<file path="src/rtl/frexpf.sv">
`default_nettype none
// +----------------------------------------------------------------------------+
// | Module   : frexpf                                                          |
// | Purpose  : Splits an IEEE-754 single into exponent and [0.5,1) mantissa,    |
// |            with a fixed-latency pipeline feeding an eager two-way fork.     |
// | Revision : 1.0                                                             |
// +----------------------------------------------------------------------------+
module frexpf #(
  parameter int DATA_TYPE = 32,
  parameter int LATENCY   = 2
) (
  input  logic                 clk,
  input  logic                 rst,
  input  logic [DATA_TYPE-1:0] ins,
  input  logic                 ins_valid,
  output logic                 ins_ready,
  output logic [DATA_TYPE-1:0] exp_out,
  output logic                 exp_out_valid,
  input  logic                 exp_out_ready,
  output logic [DATA_TYPE-1:0] mant_out,
  output logic                 mant_out_valid,
  input  logic                 mant_out_ready
);

  localparam logic [7:0]           c_EXP_HALF = 8'd126;
  localparam logic [DATA_TYPE-1:0] c_BIAS     = DATA_TYPE'(126);

  logic                 w_sign;
  logic [7:0]           w_e;
  logic [22:0]          w_f;
  logic [DATA_TYPE-1:0] w_exp;
  logic [DATA_TYPE-1:0] w_mant;

  assign w_sign = ins[31];
  assign w_e    = ins[30:23];
  assign w_f    = ins[22:0];

  // Zero/subnormal flush to signed zero; inf/NaN pass through untouched.
  always_comb begin
    w_exp  = '0;
    w_mant = '0;
    if (w_e == 8'd0) begin
      w_mant = {w_sign, 31'b0};
    end else if (w_e == 8'hFF) begin
      w_mant = ins;
    end else begin
      w_exp  = {{(DATA_TYPE-8){1'b0}}, w_e} - c_BIAS;
      w_mant = {w_sign, c_EXP_HALF, w_f};
    end
  end

  logic [LATENCY-1:0]                r_v;
  logic [LATENCY-1:0][DATA_TYPE-1:0] r_exp;
  logic [LATENCY-1:0][DATA_TYPE-1:0] r_mant;
  logic                              r_sent_e;
  logic                              r_sent_m;

  logic w_last_v;
  logic w_done;
  logic w_ce;

  assign w_last_v       = r_v[LATENCY-1];
  assign exp_out_valid  = w_last_v && !r_sent_e;
  assign mant_out_valid = w_last_v && !r_sent_m;
  assign exp_out        = r_exp[LATENCY-1];
  assign mant_out       = r_mant[LATENCY-1];

  // The token retires once each side has either already taken it or takes it now.
  assign w_done    = w_last_v && (r_sent_e || exp_out_ready) && (r_sent_m || mant_out_ready);
  assign w_ce      = !w_last_v || w_done;
  assign ins_ready = w_ce;

  always_ff @(posedge clk or negedge rst) begin
    if (!rst) begin
      r_v    <= '0;
      r_exp  <= '0;
      r_mant <= '0;
    end else if (w_ce) begin
      r_v[0]    <= ins_valid;
      r_exp[0]  <= w_exp;
      r_mant[0] <= w_mant;
      for (int k = 1; k < LATENCY; k++) begin
        r_v[k]    <= r_v[k-1];
        r_exp[k]  <= r_exp[k-1];
        r_mant[k] <= r_mant[k-1];
      end
    end
  end

  always_ff @(posedge clk or negedge rst) begin
    if (!rst) begin
      r_sent_e <= 1'b0;
      r_sent_m <= 1'b0;
    end else if (w_done) begin
      r_sent_e <= 1'b0;
      r_sent_m <= 1'b0;
    end else begin
      if (exp_out_valid && exp_out_ready) r_sent_e <= 1'b1;
      if (mant_out_valid && mant_out_ready) r_sent_m <= 1'b1;
    end
  end

endmodule
`default_nettype wire

</file>
<file path="config.mk">
export PLATFORM = sky130hd
export DESIGN_NAME = frexpf
export DESIGN_NICKNAME = d
export VERILOG_FILES = /design/src/rtl/frexpf.sv
export SDC_FILE = /design/constraint.sdc
export NUM_CORES = 1
export LEC_CHECK = 0
export CAP_MARGIN = 15
export CORE_ASPECT_RATIO = 0.5
export CORE_MARGIN = 10
export CORE_UTILIZATION = 45
export CTS_CLUSTER_DIAMETER = 120
export DETAILED_ROUTE_END_ITERATION = 7
export GPL_TIMING_DRIVEN = 0
export PLACE_DENSITY = 0.73
export SETUP_SLACK_MARGIN = 0.2
export SYNTH_ARGS = -nofsm -noshare
export SYNTH_HDL_FRONTEND = slang
export SYNTH_SLANG_ARGS = --single-unit
</file>
<file path="constraint.sdc">
create_clock -name clk -period 1.5 [get_ports clk]
set_input_delay 0.3 -clock clk [delete_from_list [all_inputs] [get_ports clk]]
set_output_delay 0.3 -clock clk [all_outputs]
set_load 0.005 [all_outputs]
</file>
==> flow_summary.yaml <==
sta:
  slew_viol_final: 0
  finalHoldViolCount: 0
  clock_skew_ns: 0.00435
  period_needed_ns: 1.70
  relSlewSlack: 0.701
  setup_slack_ns: -0.199
  fin_crit_sh: 1.13
  tightest_slew_ns: 0.449
  rsz0062_at_grt: "true"
  max_freq_mhz: 589
  finalSetupTns_ns: -5.31
  setup_viol: 84
grt:
  grt_overflow: 0
  grt_pass1_wl_mm: 16.6
  antenna_found_initial: 1
  grt_max_degree: 54
  grt_usage: 0.163
  grt_pass1_vias: 3217
floorplan:
  dieArea_mm2: 0.0129
  die_height_um: 85.4
  rows: 23
  die_w_um: 151
  io_pins: 104
  initial_core_util: 0.472
  coreArea_mm2: 0.00814
route:
  viasPerCell: 4.84
  ant_nets: 0
  drt_wl_total_mm: 11.6
  dr.pass1.iters: 4
  drtIter0Drc: 245
  drc_errors: 0
  routedWlPerCell_um: 17.6
  vias: 3203
final_layout:
  mostFrequentLayoutCells: "nand2_1, dfrtp_1, buf_6"
  nFillCells: 516
  layout_commonest_cell: "nand2_1"
  drive_gt1_frac: 0.434
  fin_area_mm2: 0.00628
  area_delta_synth_final_pct: 63.3
  post-route-util: 0.771
  layout.cells.non_filler: 662
  final_nets: 583
synth:
  synth-main-ff-cell: "dfrtp_1"
  ys_types: 29
  synth_area_leaders: "dfrtp_1, nand2_1, buf_4, a22o_1, buf_6"
  netlist.area_leader.share: 0.560
  syn_avg_cell_area_um2: 10.2
  syn_area_mm2: 0.00384
  synth_seq_cells: 86
  ys_warn_count: 0
  yosysSeqAreaShare: 0.560
  synthCells: 378
  synth-edff-count: 0
  ys_async_sr_fraction: 1.00
  syn-num-nets: 416
  yosys.area.top_type: "dfrtp_1"
job:
  maxCapViolations: 0
cts:
  cts_made_buffers: 9
  htree_levels: 3
  cts_tree: "done"
  clkTransAtPathRegs_ns: 0.06
  clk_path_buf_depth: 2
  clock_latency_ns: 0.34
  cts_root_buf: "clkbuf_16"
  clock_sinks: 86
worst_setup_path:
  crit_required_ns: 1.20
  path_class: "reg -> out"
  slowest_delay_ns: 0.42
  crit_fanout: 2
  critPathSlowestCell: "dfrtp_1"
  path_cells: "o22ai_2 > and2_4 > inv_8 > buf_8 > buf_6"
  arrival_ns: 1.40
  crit_path_start_kind: "flop"
  cp-end-kind: "output pin"
power:
  vdd_drop_max_v: 0.00120
  power_density_mw_per_mm2: 2390
  p_leak_nw: 3.32
run_status:
  outcome: "finished with violations"
  violations: "negative setup slack"
placement:
  dp_cells: 594
  post-place-ws_ns: -0.909
  place_area_mm2: 0.00504
  port_buffers: 103
  gp_congestion: 0.820
  dp_hpwl_mm: 6.35
min_path:
  min_path_type: "in -> async"
## kinds of logic (layout without fill, tap and decap cells)
group                      count (synthesis)  in the layout  synth area share
DFF                                       86             86             0.560
buffers and inverters                     82            253             0.159
xor gates and xnor gates                   5              5            0.0114
and+or+nand+nor                          163            163             0.175
AOI/OAI and AO/OA                         41             41            0.0914
adders and majority gates                  1              1           0.00325
other                                      0              1                 0
## power by group
part           switching [mW]  internal, mW  total, mW
Sequential              0.687          3.43       4.11
Combinational            3.14          5.44       8.58
Clock                   0.888          1.42       2.31
Total                    4.72          10.3       15.0
## through the flow
step | power, mW | hold WS [ns]
final | 15.0 | 0.436
after global routing | 15.8 | 0.480
after CTS | 13.3 | 0.410
after detailed placement | 9.80 | 0.279
after global placement | 9.65 | 0.448
after floorplan | 7.17 | 0.00441
## synth_stat cells (2+ instances only)
| master | instances |
|---|---|
| nand2_1 | 147 |
| buf_2 | 6 |
| buf_4 | 69 |
| xor2_1 | 4 |
| a22o_1 | 28 |
| o21a_1 | 2 |
| nor2_1 | 4 |
| a21oi_1 | 2 |
| a21o_1 | 2 |
| nand3_1 | 2 |
| inv_2 | 2 |
| buf_6 | 5 |
| o21ai_0 | 3 |
| nor2b_1 | 2 |
| dfrtp_1 | 86 |
## path summary, 6_finish.rpt
kind / start / endpoint / slack [ns] / cells after the start
setup / recovery: r_sent_e$_DFFE_PN0P_ / ins_ready / -0.20 / 5
hold / removal: rst / r_exp[2]$_DFFE_PN0P_ / 0.44 / 2
setup reg to reg: r_sent_e$_DFFE_PN0P_ / r_mant[12]$_DFFE_PN0P_ / -0.13 / 6
hold reg to reg: r_v[0]$_DFFE_PN0P_ / r_v[1]$_DFFE_PN0P_ / 0.46 / 1
max in group asynchronous: rst / exp_out[30]$_DFFE_PN0P_ / 0.45 / 3
min in group clk: mant_out_ready / r_sent_m$_DFFE_PN0P_ / 0.45 / 3
## layer usage
metal	vias up	part of all wire	track usage
li1	1506	-	-
met2	101	0.52	0.287
met4	0	0.015	0.0460
met1	1579	0.41	0.193
met3	17	0.053	0.0408
met5	-	0	0
## area by class of cell
| class | instances | area (um^2) | area share |
|---|---|---|---|
| flip-flops and latches | 86 | 2160 | 0.343 |
| multi-input cells | 210 | 1130 | 0.181 |
| plain buffers | 80 | 812 | 0.129 |
| diodes | 1 | 2.50 | 0.000399 |
| inverters | 2 | 17.5 | 0.00279 |
| clock buffers | 13 | 270 | 0.0430 |
| clock inverters | 2 | 38.8 | 0.00618 |
| repair buffers | 156 | 1710 | 0.272 |
| well taps | 112 | 140 | 0.0223 |
## state kept, by name (all words and copies together), names as in the netlist
name / cells
r_exp: 9
r_sent_e: 1
mant_out: 32
exp_out: 9
r_sent_m: 1
r_mant: 32
r_v: 2
## worst max-delay path, delay by kind of cell, from the launching register on
family | cells | cell delay (ns)
flip-flops | 1 | 0.42
AND/OR/NAND/NOR | 1 | 0.21
buffers and inverters | 3 | 0.25
AO/OA/AOI/OAI | 1 | 0.18
## timing repair
action	4_1_cts	5_1_grt
hold endpoints to repair	33	0
hold buffers	1	0
pin swaps	9	12
setup buffers	25	10
gates resized for setup	263	120
gates cloned	10	6
endpoints found under the setup margin	150	121
(Power assumes the default switching activity.)
